File: src/rtl/rf_write_arbiter_pkg.sv
// Shared widths and grant-source encodings for the register-file write arbiter.
// The optional bypass outputs are enabled with RF_WRITE_BYPASS_EN.
package rf_write_arbiter_pkg;
  localparam int RF_WIDTH  = 32;
  localparam int RF_NREGS  = 32;
  localparam int RF_ADDR_W = $clog2(RF_NREGS);

  typedef enum logic [1:0] {GNT_NONE, GNT_A, GNT_B} gnt_e;
endpackage

File: src/rtl/rf_write_arbiter_if.sv
// Writer-side bus: port A writeback (no back-pressure) and port B valid/ready request.
interface rf_write_arbiter_if
  import rf_write_arbiter_pkg::*;
#(
  parameter int WIDTH = RF_WIDTH,
  parameter int ADDR  = RF_ADDR_W
);
  logic             wb_valid;
  logic [ADDR-1:0]  wb_reg;
  logic [WIDTH-1:0] wb_data;
  logic             ll_valid;
  logic             ll_ready;
  logic [ADDR-1:0]  ll_reg;
  logic [WIDTH-1:0] ll_data;

  modport master (output wb_valid, wb_reg, wb_data, ll_valid, ll_reg, ll_data, input ll_ready);
  modport slave  (input wb_valid, wb_reg, wb_data, ll_valid, ll_reg, ll_data, output ll_ready);
endinterface

File: src/rtl/rf_write_arbiter_wb_fifo.sv
// Synchronous FIFO holding long-latency writes ({reg, data}); head is the next entry to pop.
module rf_wb_fifo #(
  parameter int W     = 37,
  parameter int DEPTH = 4
) (
  input  logic         clk,
  input  logic         reset,
  input  logic         push,
  input  logic [W-1:0] din,
  input  logic         pop,
  output logic         full,
  output logic         empty,
  output logic [W-1:0] head
);
  localparam int AW = $clog2(DEPTH);

  logic [W-1:0] mem [DEPTH];
  logic [AW:0]  wr_ptr, rd_ptr;

  always_ff @(posedge clk) begin
    if (reset) begin
      wr_ptr <= '0;
      rd_ptr <= '0;
    end else begin
      if (push) wr_ptr <= wr_ptr + (AW+1)'(1);
      if (pop)  rd_ptr <= rd_ptr + (AW+1)'(1);
    end
  end

  always_ff @(posedge clk) begin
    if (push) mem[wr_ptr[AW-1:0]] <= din;
  end

  // Extra pointer bit distinguishes full from empty when the indices match.
  assign empty = (wr_ptr == rd_ptr);
  assign full  = (wr_ptr[AW] != rd_ptr[AW]) && (wr_ptr[AW-1:0] == rd_ptr[AW-1:0]);
  assign head  = mem[rd_ptr[AW-1:0]];
endmodule

File: src/rtl/rf_write_arbiter.sv
// Register-file write-port arbiter: port A wins, port B drains a FIFO, with starvation stall
// and pending-destination scoreboard. Define RF_WRITE_BYPASS_EN for operand bypass outputs.
module rf_write_arbiter
  import rf_write_arbiter_pkg::*;
#(
  parameter int WIDTH      = RF_WIDTH,
  parameter int NREGS      = RF_NREGS,
  parameter int LL_DEPTH   = 4,
  parameter int STARVE_MAX = 4,
  localparam int ADDR      = $clog2(NREGS)
) (
  input  logic             clk,
  input  logic             reset,
  rf_write_arbiter_if.slave bus,
  input  logic             issue_valid,
  input  logic [ADDR-1:0]  issue_reg,
  input  logic [ADDR-1:0]  q_rs,
  input  logic [ADDR-1:0]  q_rt,
  input  logic [ADDR-1:0]  q_rd,
  output logic             hz_rs,
  output logic             hz_rt,
  output logic             hz_rd,
  output logic             stall_req,
  output logic             rf_regwrite,
  output logic [ADDR-1:0]  rf_wreg,
  output logic [WIDTH-1:0] rf_wdata
`ifdef RF_WRITE_BYPASS_EN
  ,
  output logic             byp_rs_hit,
  output logic             byp_rt_hit,
  output logic [WIDTH-1:0] byp_data
`endif
);
  localparam int EW = WIDTH + ADDR;
  localparam int CW = $clog2(STARVE_MAX) + 1;

  logic             push, pop, full, empty, b_write;
  logic [EW-1:0]    head;
  logic [ADDR-1:0]  head_reg;
  logic [WIDTH-1:0] head_data;
  logic [CW-1:0]    starve_cnt;
  logic [NREGS-1:0] busy, busy_nxt;
  gnt_e             gnt;

  // Ready comes from the registered count only, so a pop never opens a full FIFO same-cycle.
  assign bus.ll_ready = !full && !reset;
  assign push         = bus.ll_valid && bus.ll_ready;

  rf_wb_fifo #(.W(EW), .DEPTH(LL_DEPTH)) u_fifo (
    .clk   (clk),
    .reset (reset),
    .push  (push),
    .din   ({bus.ll_reg, bus.ll_data}),
    .pop   (pop),
    .full  (full),
    .empty (empty),
    .head  (head)
  );

  assign {head_reg, head_data} = head;

  // A write to $0 from port A is treated as no request, leaving the port to the FIFO.
  always_comb begin
    gnt = GNT_NONE;
    if (!reset) begin
      if (bus.wb_valid && bus.wb_reg != '0) gnt = GNT_A;
      else if (!empty)                      gnt = GNT_B;
    end
  end

  assign pop         = (gnt == GNT_B);
  assign b_write     = pop && (head_reg != '0);
  assign rf_regwrite = (gnt == GNT_A) || b_write;
  assign rf_wreg     = (gnt == GNT_A) ? bus.wb_reg  : head_reg;
  assign rf_wdata    = (gnt == GNT_A) ? bus.wb_data : head_data;

  always_ff @(posedge clk) begin
    if (reset) begin
      starve_cnt <= '0;
      stall_req  <= 1'b0;
    end else begin
      if (pop || empty)        starve_cnt <= '0;
      else if (starve_cnt != '1) starve_cnt <= starve_cnt + CW'(1);
      if (pop)                 stall_req <= 1'b0;
      else if (!empty && starve_cnt >= CW'(STARVE_MAX - 1)) stall_req <= 1'b1;
    end
  end

  // Issue is applied after the pop clear so a same-cycle set wins.
  always_comb begin
    busy_nxt = busy;
    if (b_write) busy_nxt[head_reg] = 1'b0;
    if (issue_valid && issue_reg != '0) busy_nxt[issue_reg] = 1'b1;
    busy_nxt[0] = 1'b0;
  end

  always_ff @(posedge clk) begin
    if (reset) busy <= '0;
    else       busy <= busy_nxt;
  end

`ifdef RF_WRITE_BYPASS_EN
  assign byp_rs_hit = b_write && (head_reg == q_rs) && (q_rs != '0);
  assign byp_rt_hit = b_write && (head_reg == q_rt) && (q_rt != '0);
  assign byp_data   = rf_wdata;
  assign hz_rs      = !reset && busy[q_rs] && !byp_rs_hit;
  assign hz_rt      = !reset && busy[q_rt] && !byp_rt_hit;
`else
  assign hz_rs      = !reset && busy[q_rs];
  assign hz_rt      = !reset && busy[q_rt];
`endif
  assign hz_rd      = !reset && busy[q_rd];
endmodule
File: src/flat_wrapper.sv
// flat-port wrapper written by rule: the top's interface ports become plain ports
module rf_write_arbiter_flat import rf_write_arbiter_pkg::*;
#(
  parameter int WIDTH      = RF_WIDTH,
  parameter int NREGS      = RF_NREGS,
  parameter int LL_DEPTH   = 4,
  parameter int STARVE_MAX = 4,
  localparam int ADDR      = $clog2(NREGS)
)
  (clk, reset, issue_valid, issue_reg, q_rs, q_rt, q_rd, hz_rs, hz_rt, hz_rd, stall_req, rf_regwrite, rf_wreg, rf_wdata, bus_wb_valid, bus_wb_reg, bus_wb_data, bus_ll_valid, bus_ll_reg, bus_ll_data, bus_ll_ready);
  rf_write_arbiter_if #(.WIDTH(WIDTH)) bus_i ();
  input  logic clk;
  input  logic reset;
  input  logic issue_valid;
  input  logic [ADDR-1:0] issue_reg;
  input  logic [ADDR-1:0] q_rs;
  input  logic [ADDR-1:0] q_rt;
  input  logic [ADDR-1:0] q_rd;
  output logic hz_rs;
  output logic hz_rt;
  output logic hz_rd;
  output logic stall_req;
  output logic rf_regwrite;
  output logic [ADDR-1:0] rf_wreg;
  output logic [WIDTH-1:0] rf_wdata;
  input wire logic [$bits(bus_i.wb_valid)-1:0] bus_wb_valid;
  input wire logic [$bits(bus_i.wb_reg)-1:0] bus_wb_reg;
  input wire logic [$bits(bus_i.wb_data)-1:0] bus_wb_data;
  input wire logic [$bits(bus_i.ll_valid)-1:0] bus_ll_valid;
  input wire logic [$bits(bus_i.ll_reg)-1:0] bus_ll_reg;
  input wire logic [$bits(bus_i.ll_data)-1:0] bus_ll_data;
  output wire logic [$bits(bus_i.ll_ready)-1:0] bus_ll_ready;
  assign bus_i.wb_valid = bus_wb_valid;
  assign bus_i.wb_reg = bus_wb_reg;
  assign bus_i.wb_data = bus_wb_data;
  assign bus_i.ll_valid = bus_ll_valid;
  assign bus_i.ll_reg = bus_ll_reg;
  assign bus_i.ll_data = bus_ll_data;
  assign bus_ll_ready = bus_i.ll_ready;
  rf_write_arbiter #(.WIDTH(WIDTH), .NREGS(NREGS), .LL_DEPTH(LL_DEPTH), .STARVE_MAX(STARVE_MAX)) u_core (.clk(clk), .reset(reset), .bus(bus_i), .issue_valid(issue_valid), .issue_reg(issue_reg), .q_rs(q_rs), .q_rt(q_rt), .q_rd(q_rd), .hz_rs(hz_rs), .hz_rt(hz_rt), .hz_rd(hz_rd), .stall_req(stall_req), .rf_regwrite(rf_regwrite), .rf_wreg(rf_wreg), .rf_wdata(rf_wdata));
endmodule
File: config.mk
export PLATFORM = sky130hd
export DESIGN_NAME = rf_write_arbiter_flat
export DESIGN_NICKNAME = d
export VERILOG_FILES = /design/src/rtl/rf_write_arbiter_pkg.sv /design/src/rtl/rf_write_arbiter_if.sv /design/src/rtl/rf_write_arbiter_wb_fifo.sv /design/src/rtl/rf_write_arbiter.sv /design/src/flat_wrapper.sv
export SDC_FILE = /design/constraint.sdc
export NUM_CORES = 1
export LEC_CHECK = 0
export ABC_AREA = 1
export CAP_MARGIN = 5
export CELL_PAD_IN_SITES_DETAIL_PLACEMENT = 1
export CELL_PAD_IN_SITES_GLOBAL_PLACEMENT = 1
export CORE_UTILIZATION = 41
export DETAILED_ROUTE_END_ITERATION = 8
export GPL_TIMING_DRIVEN = 0
export HOLD_SLACK_MARGIN = 0.06
export PLACE_DENSITY_LB_ADDON = 0.08
export RECOVER_POWER = 25
export SYNTH_ARGS = -nofsm -noshare
export SYNTH_HDL_FRONTEND = slang
export SYNTH_SLANG_ARGS = --single-unit
File: constraint.sdc
create_clock -name clk -period 3.6 [get_ports clk]
set_input_delay 0.54 -clock clk [delete_from_list [all_inputs] [get_ports clk]]
set_output_delay 0.54 -clock clk [all_outputs]
set_load 0.005 [all_outputs]
Word level (Yosys, flattened, before mapping)
Memories as Yosys holds them, arrays and structs flattened. A register that Yosys moved wholly into a read port is not among the register bits. Index checks and enable logic that the tools add are counted.

Flip-flop bits (word level): 42. Bits in writable memories: 148. Input port bits: 99. Logic and storage cells: 70. Memories: 1.

Add/subtract/negate cells: 3. $lt $le $gt $ge: 8. Equal/unequal tests: 6. Mux-type cells: 21. Bitwise operators: 3. Reduce and logical (&&, ||, !) cells: 22.

Memories: u_core.u_fifo.mem (depth 4, width 37, read ports 1, clocked after memory_dff 1, wr ports 1, line rf_write_arbiter_wb_fifo.sv:17) `logic [W-1:0] mem [DEPTH];`.

Operator list (count): $mux 32 (3); $and 32x32->32 (1); $not 32->32 (1); $or 32x32->32 (1); $lt 5x6->1 const B (5); $bmux 1 s5 (3); $reduce_bool 5->1 (3); $logic_and 1x1->1 (12); $demux 1 s5 (2); $ge 5x1->1 const B (2); $mux 2 (5); $add 3x1->3 const B (3); $mux 1 (7); $mux 5 (1); $reduce_or 2->1 (2); $eq 3x3->1 (1); $ge 3x2->1 const B (1); $logic_not 1->1 (3); $ne 3x3->1 const B (1); $eq 2x1->1 const B (1); $eq 2x2->1 (1); $eq 2x2->1 const B (1); $logic_or 1x1->1 (2); $ne 1x1->1 (1).

Depth between registers and ports, before layout
Gate-level depths: netlist of the first run.

Depth in word-level cells: 9. Mapped depth: 12.

By module
From an unflattened synthesis of the first run, not the netlist that was laid out.

Cell total of the unflattened synthesis: 1115. Area, all modules: 9601.7 µm².

Modules (own cells, without submodules): rf_wb_fifo (instances 1, cells each 484, area an instance 6204.7 µm², seq. area each 4604.4 µm²); rf_write_arbiter (instances 1, cells each 631, area an instance 3397.0 µm², seq. area each 700.7 µm²).

Least setup slack after synthesis of the first run
OpenSTA, ideal clock, no wires.

Path kind: input to register. Start: in reset. End: mem u_core.u_fifo.mem[3][0], enable pin. Setup time: 0.434 ns. Arrival: 2.636 ns. Data required time: 3.166 ns. Slack: 0.530 ns. Cell stages on the path: 4. Path through: clkbuf_1 inv_1 nand3_1 nor2_1.

Word-level cells in the longest chain between the ends: 5.

RTL lines: from (decl) (line flat_wrapper.sv:13) `input logic reset;`; $logic_not 1->1 (line rf_write_arbiter.sv:46) `assign bus.ll_ready = !full && !reset;`; $logic_and 1x1->1 (line rf_write_arbiter.sv:46); $logic_and 1x1->1 (line rf_write_arbiter.sv:47) `assign push = bus.ll_valid && bus.ll_ready;`; $mux 1 (line rf_write_arbiter_wb_fifo.sv:31) `if (push) mem[wr_ptr[AW-1:0]] <= din;`; $mux 1 (implied by the code) (line rf_write_arbiter_wb_fifo.sv:31); to (decl) (line rf_write_arbiter_wb_fifo.sv:17).

Every way passes these cells.

Final worst setup path of the first run
Start: in bus_wb_reg[2]. End: out rf_wdata[20].

Word-level cells in the longest chain between the ends: 6.

RTL lines: from (decl) (line flat_wrapper.sv:27) `input wire logic [$bits(bus_i.wb_reg)-1:0] bus_wb_reg;`; $reduce_bool 5->1 (line rf_write_arbiter.sv:66) `if (bus.wb_valid && bus.wb_reg != '0) gnt = GNT_A;`; $logic_and 1x1->1 (line rf_write_arbiter.sv:66); $mux 2 (line rf_write_arbiter.sv:66); $mux 2 (line rf_write_arbiter.sv:65) `if (!reset) begin`; $eq 2x1->1 (line rf_write_arbiter.sv:75) `assign rf_wdata = (gnt == GNT_A) ? bus.wb_data : head_data;`; $mux 32 (line rf_write_arbiter.sv:75); to (decl) (line flat_wrapper.sv:25) `output logic [WIDTH-1:0] rf_wdata;`.

Every way passes these cells.

==> results of run 1 <==
==> worst paths after layout <==
path | start | endpoint | slack [ps] | cells past startpoint
max | bus_wb_reg[2] | rf_wdata[20] | 150 | 10
min | u_core.u_fifo.rd_ptr[2]$_SDFFE_PP0P_ | u_core.u_fifo.rd_ptr[2]$_SDFFE_PP0P_ | 490 | 2
max reg2reg | u_core.u_fifo.rd_ptr[2]$_SDFFE_PP0P_ | u_core.u_fifo.mem[3][20]$_DFFE_PP_ | 1210 | 5
min reg2reg | u_core.u_fifo.rd_ptr[2]$_SDFFE_PP0P_ | u_core.u_fifo.rd_ptr[2]$_SDFFE_PP0P_ | 490 | 2
==> registers in the layout, summed over array words and instances, names as in the netlist, named ones only <==
register and flops:
u_core.busy 31, u_core.stall_req 1, u_core.starve_cnt 3, u_core.u_fifo.mem 148
u_core.u_fifo.rd_ptr 3, u_core.u_fifo.wr_ptr 3
==> per-layer routing <==
metal / track usage, % / vias up / wire length [µm]
met5: 0 / - / 0
met4: 7.10 / 0 / 338
met3: 3.67 / 27 / 1100
met2: 44.1 / 190 / 13900
met1: 33.4 / 3814 / 12700
li1: - / 3815 / -
==> synth_stat cells, drive strengths merged <==
library cell and n:
o31ai 1, xnor2 3, a31oi 32, buf 25
nand2 209, clkinv 2, a21oi 48, nand3 92
nor2 219, mux2i 1, nand3b 1, o211ai 6
ha 8, dfxtp 43, o221ai 2, nand4 3
o21ai 92, nor3 5, edfxtp 148, xor2 1
inv 53, o22ai 2, and3 1, clkbuf 25
==> logic make-up (layout without fill, tap and decap cells) <==
| group | count (synthesis) | in the layout | synth area share [%] |
|---|---|---|---|
| AO/OA/AOI/OAI | 183 | 183 | 10.8 |
| flip-flops | 191 | 191 | 58.3 |
| other | 0 | 1 | 0 |
| XOR/XNOR | 4 | 4 | 0.385 |
| multiplexers | 1 | 1 | 0.110 |
| adder cells (fa/ha/maj) | 8 | 8 | 1.10 |
| buffers and inverters | 105 | 282 | 4.99 |
| AND/OR/NAND/NOR | 530 | 530 | 24.3 |
==> what timing repair did <==
action,CTS,global route
endpoints found under the setup margin,29,3
gates resized for setup,3,2
buffers inserted,0,5
==> tightest hold or removal path: stages, from the launching register on <==
cell and delay [ps]:
dfxtp_1 340, inv_1 60, a21oi_1 50
==> layout by cell type, fill, tap and decap left out, types with 5 or more instances in the layout <==
master,Yosys,layout
nor2_1,217,213
nand2_1,200,200
edfxtp_1,148,148
clkdlybuf4s50_1,0,112
o21ai_0,87,87
nand3_1,81,81
a21oi_1,48,48
inv_1,43,43
dfxtp_1,43,43
a31oi_1,32,32
clkbuf_1,25,25
dlygate4sd3_1,0,25
clkbuf_16,0,17
buf_2,12,11
buf_4,6,11
nand3_2,11,11
inv_2,10,10
nand2_2,9,9
ha_1,8,8
o211ai_1,6,6
nor3_1,5,5
==> layout make-up <==
cell class / instances / area share, %
Inverter: 55 / 1.78
Multi-Input combinational cell: 726 / 29.2
Antenna cell: 1 / 0.0216
Tap cell: 280 / 3.03
Clock inverter: 14 / 1.40
Clock buffer: 18 / 3.71
Buffer: 49 / 2.13
Sequential cell: 191 / 45.9
Timing Repair Buffer: 146 / 12.9
==> stage by stage <==
stage | power, W | instances | setup TNS (ps) | worst slack, ps
after CTS | 0.00545 | 1474 | 0 | 6.59
after global placement | 0.00356 | 1439 | -166370 | -1270
after global routing | 0.00563 | 1480 | 0 | 11.2
after detailed placement | 0.00359 | 1443 | -2810 | -212
final | 0.00542 | 1480 | 0 | 151
after floorplan | 0.00304 | 1022 | 0 | 530
==> power groups by stage <==
stage / Combinational (W) / Clock [W] / Sequential, W
2_1_floorplan: 0.000544 / 0 / 0.00250
3_3_place_gp: 0.00106 / 0 / 0.00251
3_5_place_dp: 0.00109 / 0 / 0.00250
4_1_cts: 0.00110 / 0.00189 / 0.00245
5_1_grt: 0.00120 / 0.00198 / 0.00246
6_report: 0.00109 / 0.00188 / 0.00245
==> impl_results.md, run 1 <==
* Detail Placement HPWL at 19,800 µm
* Worst-Skew Late Latency at 440 ps
* Die X at 151 µm
* First-pass GRT wire length at 43,200 µm
* DRT iter0 DRCs at 484
* Clock power share at 34.7%
* HP Class: reg -> reg
* H-Tree Depth at 4
* Crit path arrival time at 2910 ps
* Synth-to-Final Area Change at 27.2%
* Final Hold Vio Count at 0
* Max frequency at 290 MHz
* Crit path cell chain: clkdlybuf4s50_1 -> nor2_1 -> nand2_1 -> o21ai_4 -> nor2_1 -> inv_2 -> buf_4 -> buf_2 -> a31oi_1 -> clkdlybuf4s50_1
* Register area at 5310 µm²
* TritonCTS sink count at 191
* Worst slew pin tran at 790 ps
* Total Nets Final at 1,293
* Comb pwr share at 20.1%
* Synth area leader: edfxtp_1
* Die area at 22,800 µm²
* RSZ-0062 raised after global routing: no
* Vias at 7,846
* Antenna viol nets, final at 0
* Clock slew seen by the registers of the worst setup and hold paths at 80 ps
* PwrDens at 469 nW/µm²
* CP Class: in -> out
* Final-report setup violation count at 0
* Int Power at 0.00381 W
* Cells after Synth at 1,022
* Vias per cell at 5.30
* Buffers & Inverters on Critical Path at 5
* Yosys Warn Count at 0
* Post-Syn Nets at 1,129
* Design Area, Final at 11,600 µm²
* GPL Wtd Cong at 0.840
* Synth area leaders: edfxtp_1, dfxtp_1, nor2_1, nand2_1, o21ai_0
* Tmin final at 3450 ps
* Setup crit start kind: input port
* Top delay family on crit path: buffers and inverters
* FF+latch count, synth at 191
* Avg Synthesized Cell Area at 8.90 µm²
* Vias in the first global route at 7,966
* # Max-Cap Violations at 0
* Number of port buffers at 137
* Clk buf depth at 2
* Die Y-Extent at 151 µm
* Worst IR drop on VDD at 0.384 mV
* Sequential share of power at 45.2%
* Hold_buf cts at 0
* Sw frac at 29.8%
* Fillers at 2,538
* Distinct cells, synth at 32
* Sequential share of the synthesized area at 58.3%
* TritonCTS clock tree: done
* Layout cells sized above 1 at 8.17%
* Slew Viols, Final at 0
* Pre-antenna DRT Iters at 5
* Grt ovf at 0
* Period utilization at 95.8%
* # rows at 54
* Max FO, Critical Path at 10
* NetSw at 0.00162 W
* Pin count of the biggest net entering global routing at 27
* Post-Syn Area at 9090 µm²
* Yosys top cell area share at 48.9%
* DRC Markers at 0
* Crit-path slowest cell: clkdlybuf4s50_1
* CP Capture Type: output port
* Req. time, crit path at 3060 ps
* Outcome: complete, no violations
* Io pins at 142
* Initial Util at 41.8%
* Core Region at 21,800 µm²
* Drt wl/cell at 19.0 µm
* TritonCTS buffer count at 17
* Fin Hold WS at 491 ps
* Area after DPL at 10,900 µm²
* Slew HR at 47.2%
* Total GRT Usage at 25.6%
* Multi-input combinational cell area at 3380 µm²
* Clock root cell: clkbuf_16
* Final design utilization at 53.2%
* Antenna violations before repair at 1
* Lkg Pwr at 4.17 nW
* Critical Path Max Stage Delay at 550 ps
* Clock skew at 16.3 ps
* Drt total wl at 28,100 µm
No activity file was read; power rests on OpenSTA's default activity.
==> run 2: changes to the inputs <==
--- a/config.mk
+++ b/config.mk
@@ -6,7 +6,7 @@
 export NUM_CORES = 1
 export LEC_CHECK = 0
 export ABC_AREA = 1
-export CAP_MARGIN = 5
+export CAP_MARGIN = 40
 export CELL_PAD_IN_SITES_DETAIL_PLACEMENT = 1
 export CELL_PAD_IN_SITES_GLOBAL_PLACEMENT = 1
 export CORE_UTILIZATION = 41
==> run 2 against run 1 <==
Cell area stayed put. Core utilization is the same. Critical path type unchanged. Largest power group unchanged. Clock power is 3% higher. Largest cell class unchanged. Count of clock-buffer cells in the layout stayed put. Power is 1.1% higher. Critical endpoint unchanged. Global-route usage fell by 0.47 points.
==> impl_results.md, run 2 (synthesized netlist as in run 1, its figures left out) <==
* Outcome: complete, no violations
* Largest register FFs at 148
* Core Region at 21,800 µm²
* Drt wl/cell at 18.6 µm
* Worst IR drop on VDD at 0.350 mV
* Clock skew at 16.3 ps
* Fin Hold WS at 482 ps
* Tmin final at 3420 ps
* HP Class: reg -> reg
* Total Nets Final at 1,289
* Crit-path slowest cell: clkdlybuf4s50_1
* Setup TNS at 0 ps
* Dpl cells at 1,443
* Fillers at 2,532
* RSZ-0062 raised after global routing: no
* Final Hold Vio Count at 0
* Vias in the first global route at 7,795
* DRC Markers at 0
* CP startpoint: bus_wb_reg[1]
* H-Tree Depth at 4
* Detail Placement HPWL at 19,600 µm
* Final-report setup violation count at 0
* CP Capture Type: output port
* Setup crit start kind: input port
* Area after DPL at 10,900 µm²
* Buffers & Inverters on Critical Path at 5
* Drt total wl at 27,500 µm
* Io pins at 142
* First-pass GRT wire length at 42,600 µm
* Clk buf depth at 2
* Req. time, crit path at 3060 ps
* Most common cell after layout, fill and taps aside: nor2_1
* # Max-Cap Violations at 0
* ANT cells at 0
* Worst slew pin tran at 822 ps
* Synth-to-Final Area Change at 27.2%
* Max frequency at 292 MHz
* RR Startpoint: u_core.u_fifo.rd_ptr[2]$_SDFFE_PP0P_
* Critical Path Max Stage Delay at 550 ps
* Layout cells sized above 1 at 7.95%
* Pin count of the biggest net entering global routing at 24
* Lkg Pwr at 4.17 nW
* Die Y-Extent at 151 µm
* Setup Buffers After CTS at 0
* Clock slew seen by the registers of the worst setup and hold paths at 70 ps
* Total GRT Usage at 25.1%
* Design Area, Final at 11,600 µm²
* Antenna violations before repair at 0
* CP Class: in -> out
* Max FO, Critical Path at 10
* Number of port buffers at 137
* GPL Wtd Cong at 0.840
* DRT iter0 DRCs at 401
* Period utilization at 95.0%
* TritonCTS sink count at 191
* Vias per cell at 5.27
* Total power at 0.00548 W
* TritonCTS clock tree: done
* Slew HR at 45.0%
* Crit path cell chain: clkdlybuf4s50_1 -> nor2_1 -> nand2_1 -> o21ai_4 -> nor2_2 -> inv_2 -> clkbuf_4 -> buf_6 -> nor2_1 -> a31oi_1 -> clkdlybuf4s50_1
* Worst-Skew Late Latency at 440 ps
* PwrDens at 474 nW/µm²
* Slew Viols, Final at 0
* Die X at 151 µm
* Die area at 22,800 µm²
* Hold_buf cts at 0
* Pre-antenna DRT Iters at 5
* Cell Count, Final, Fillers Out at 1,475
* Vias at 7,774
* Most frequent cells in the layout: nor2_1, nand2_1, edfxtp_1
* Clock root cell: clkbuf_16
* Initial Util at 41.8%
* TritonCTS buffer count at 17
* Antenna viol nets, final at 0
* Grt ovf at 0
* Crit path arrival time at 2880 ps
* Top delay family on crit path: buffers and inverters
* HP Start: u_core.u_fifo.rd_ptr[2]$_SDFFE_PP0P_
* # rows at 54
run 2: cell types whose count changed in the layout (fill, tap and decap cells not counted):
cell,previous run,this run
buf_4,11,4
buf_6,3,5
bufinv_16,0,1
clkbuf_2,0,1
clkdlybuf4s50_1,112,111
clkinv_4,3,2
clkinvlp_4,1,0
diode_2,1,0
dlygate4sd3_1,25,26
inv_8,1,2
nor2_1,213,212
nor2_2,2,3
run 2: routing by layer:
metal  share of wire, %  global-route usage, %
met1                 45                   32.9
met3                3.8                   2.95
met5                  0                      0
met2                 50                   43.6
met4                1.2                   7.05
run 2: final timing paths:
path	cells after the start	slack (ps)	endpoint
min	2	480	u_core.u_fifo.rd_ptr[2]$_SDFFE_PP0P_
max reg2reg	5	1220	u_core.u_fifo.mem[3][20]$_DFFE_PP_
max	11	180	rf_wdata[20]
min reg2reg	2	480	u_core.u_fifo.rd_ptr[2]$_SDFFE_PP0P_
run 2: final cells by class:
type	instances	area, µm²	area share, %
flip-flops and latches	191	5310	45.9
multi-input cells	726	3380	29.2
repair buffers	141	1450	12.5
clock buffers	18	429	3.71
well taps	280	350	3.03
plain buffers	50	259	2.24
inverters	55	206	1.78
clock inverters	14	186	1.61
run 2: what timing repair did:
action,CTS,global route
hold endpoints to repair,0,0
resized for setup,3,4
cloned,0,0
setup endpoints to repair,28,14
run 2: report_power, final:
part | switching (W) | total [W] | internal, W
logic | 0.000640 | 0.00109 | 0.000446
registers | 0.0000268 | 0.00245 | 0.00243
clock network | 0.000937 | 0.00194 | 0.00101
total | 0.00160 | 0.00548 | 0.00388
run 2: worst register-to-register path: stages (launching register included):
cell	delay (ps)
dfxtp_1	330
xnor2_1	210
nand3b_1	170
nand3_1	390
nor2_4	680
buf_12	280
run 2: through the flow:
stage	utilization, %	worst slack (ps)
detailed placement	50.2	-166
floorplan	-	530
global placement	49.7	-1270
global route	53.2	32.7
CTS	53.1	14.2
finish	53.2	178
==> run 3: changes to the inputs <==
--- a/config.mk
+++ b/config.mk
@@ -13,7 +13,7 @@
 export DETAILED_ROUTE_END_ITERATION = 8
 export GPL_TIMING_DRIVEN = 0
 export HOLD_SLACK_MARGIN = 0.06
-export PLACE_DENSITY_LB_ADDON = 0.08
+export PLACE_DENSITY = 0.85
 export RECOVER_POWER = 25
 export SYNTH_ARGS = -nofsm -noshare
 export SYNTH_HDL_FRONTEND = slang
==> run 3 against run 2 <==
Via count grew 6.0%. Die area did not move. Non-clock buffer count stayed put. Combinational power rose by 5%. Sequential share of layout area is essentially flat. Critical path type is now reg -> out. Largest cell class unchanged. Highest routed layer is now met5.
==> impl_results.md, run 3 (synthesized netlist as in run 1, its figures left out) <==
* Outcome: complete, no violations
* Initial Util at 41.8%
* HP Class: in -> reg
* Vias at 8,242
* Slew HR at 49.9%
* PwrDens at 478 nW/µm²
* Setup crit start kind: flop
* Met1 usage at 34.5%
* Clk buf depth at 2
* Antenna violations before repair at 2
* Drt total wl at 30,600 µm
* Die X at 151 µm
* Io pins at 142
* Worst hold stages at 2
* Max frequency at 282 MHz
* Fillers at 2,524
* TritonCTS buffer count at 17
* CP Capture Type: output port
* Tmin final at 3540 ps
* Max FO, Critical Path at 10
* HP Start: reset
* Pin count of the biggest net entering global routing at 26
* Worst-Skew Late Latency at 450 ps
* Total power at 0.00553 W
* Final-report setup violation count at 0
* Vias per cell at 5.58
* RR Startpoint: u_core.u_fifo.rd_ptr[2]$_SDFFE_PP0P_
* TritonCTS clock tree: done
* Total Nets Final at 1,289
* Crit path arrival time at 3000 ps
* Final WS setup at 59.5 ps
* GRT met3 Usage at 5.57%
* Req. time, crit path at 3060 ps
* Total GRT Usage at 27.7%
* First-pass GRT wire length at 46,900 µm
* Clock root cell: clkbuf_16
* Met2 Track Usage GR at 47.4%
* DRC Markers at 0
* Most frequent cells in the layout: nor2_1, nand2_1, edfxtp_1
* H-Tree Depth at 4
* Worst IR drop on VDD at 0.398 mV
* Placement Setup Slack at 94.5 ps
* Worst slew pin tran at 749 ps
* GPL Wtd Cong at 0.872
* Largest register FFs at 148
* Period utilization at 98.3%
* Final Hold Vio Count at 0
* R2r setup slk at 1140 ps
* Register area at 5310 µm²
* Drt wl/cell at 20.7 µm
* Synth-to-Final Area Change at 27.1%
* Lkg Pwr at 4.16 nW
* Die Y-Extent at 151 µm
* Slew Viols, Final at 0
* Number of port buffers at 137
* Vias in the first global route at 8,688
* R2R depth at 5
* Core Region at 21,800 µm²
* Clock skew at 12.7 ps
* # rows at 54
* Hold_buf cts at 0
* Hold Path Sink: u_core.busy[15]$_SDFF_PP0_
* TritonCTS sink count at 191
* Die area at 22,800 µm²
* Most common cell after layout, fill and taps aside: nor2_1
* Detail Placement HPWL at 20,900 µm
* Pre-antenna DRT Iters at 5
* Grt ovf at 0
* Setup Buffers After CTS at 0
* DRT iter0 DRCs at 658
* CP Class: reg -> out
* # Max-Cap Violations at 0
* Layout cells sized above 1 at 7.95%
* Top Usage Layer GRT: met2
* Reg2reg end: u_core.u_fifo.mem[1][32]$_DFFE_PP_
* Clock slew seen by the registers of the worst setup and hold paths at 70 ps
* Antenna viol nets, final at 0
* Multi-input combinational cell area at 3380 µm²
## run 3: cell count changes in the layout (fill, tap and decap cells not counted), sizes merged
cell and delta:
diode +2, clkbuf -1, clkdlybuf4s50 +1, dlygate4sd3 -1
clkinvlp +1
## run 3: worst max-delay path by stage
stage                        startpoint                            endpoint  slack (ps)  depth (start not counted)
after floorplan                   reset   u_core.u_fifo.mem[3][0]$_DFFE_PP_         530                          4
after global placement     bus_ll_valid  u_core.u_fifo.mem[3][20]$_DFFE_PP_        -980                          3
after detailed placement  bus_wb_reg[2]                        rf_wdata[23]          90                         11
after CTS                 bus_wb_reg[2]                         rf_wdata[4]          50                         11
after global routing               flop                         rf_wdata[7]         -70                          8
final                              flop                         rf_wdata[7]          60                          8
## run 3: metal layers
| metal | vias to the layer above | wire length, µm | part of all wire, % |
|---|---|---|---|
| met3 | 53 | 1800 | 5.9 |
| met1 | 4071 | 12700 | 42 |
| met5 | - | 13 | 0.043 |
| met2 | 300 | 15200 | 50 |
| li1 | 3816 | - | - |
| met4 | 2 | 780 | 2.6 |
## run 3: repair_timing
action / 4_1_cts / 5_1_grt
endpoints found under the hold margin: 0 / 0
gates resized for setup: 1 / 3
endpoints found under the setup margin: 2 / 2
gates cloned: 0 / 0
## run 3: where the power goes
part	internal [W]	total (W)	switching (W)
clock	0.000991	0.00193	0.000942
combinational	0.000449	0.00114	0.000687
sequential	0.00243	0.00246	0.0000315
total	0.00387	0.00553	0.00166
## run 3: through the flow
step | utilization [%] | TNS (ps) | cells | area (µm²) | hold slack [ps]
2_1_floorplan | - | 0 | 1022 | 9090 | 439
3_3_place_gp | 49.7 | -127420 | 1439 | 10800 | 448
3_5_place_dp | 50.3 | 0 | 1443 | 10900 | 468
4_1_cts | 53.0 | 0 | 1475 | 11500 | 468
5_1_grt | 53.1 | -71.8 | 1475 | 11600 | 470
6_report | 53.1 | 0 | 1477 | 11600 | 476
## run 3: critical path, cell delays in order (launching register included)
cell and delay, ps:
dfxtp_1 430, buf_2 260, buf_2 260, buf_2 310, nor2_1 80, nor2_1 90, o21ai_0 190, a31oi_2 360
clkdlybuf4s50_1 560
## run 3: final cells by class
class	count	area share, %
diodes	2	0.0433
plain buffers	50	2.16
well taps	280	3.03
repair buffers	141	12.7
flip-flops and latches	191	45.9
clock inverters	15	1.47
inverters	55	1.79
multi-input cells	726	29.3
clock buffers	17	3.68
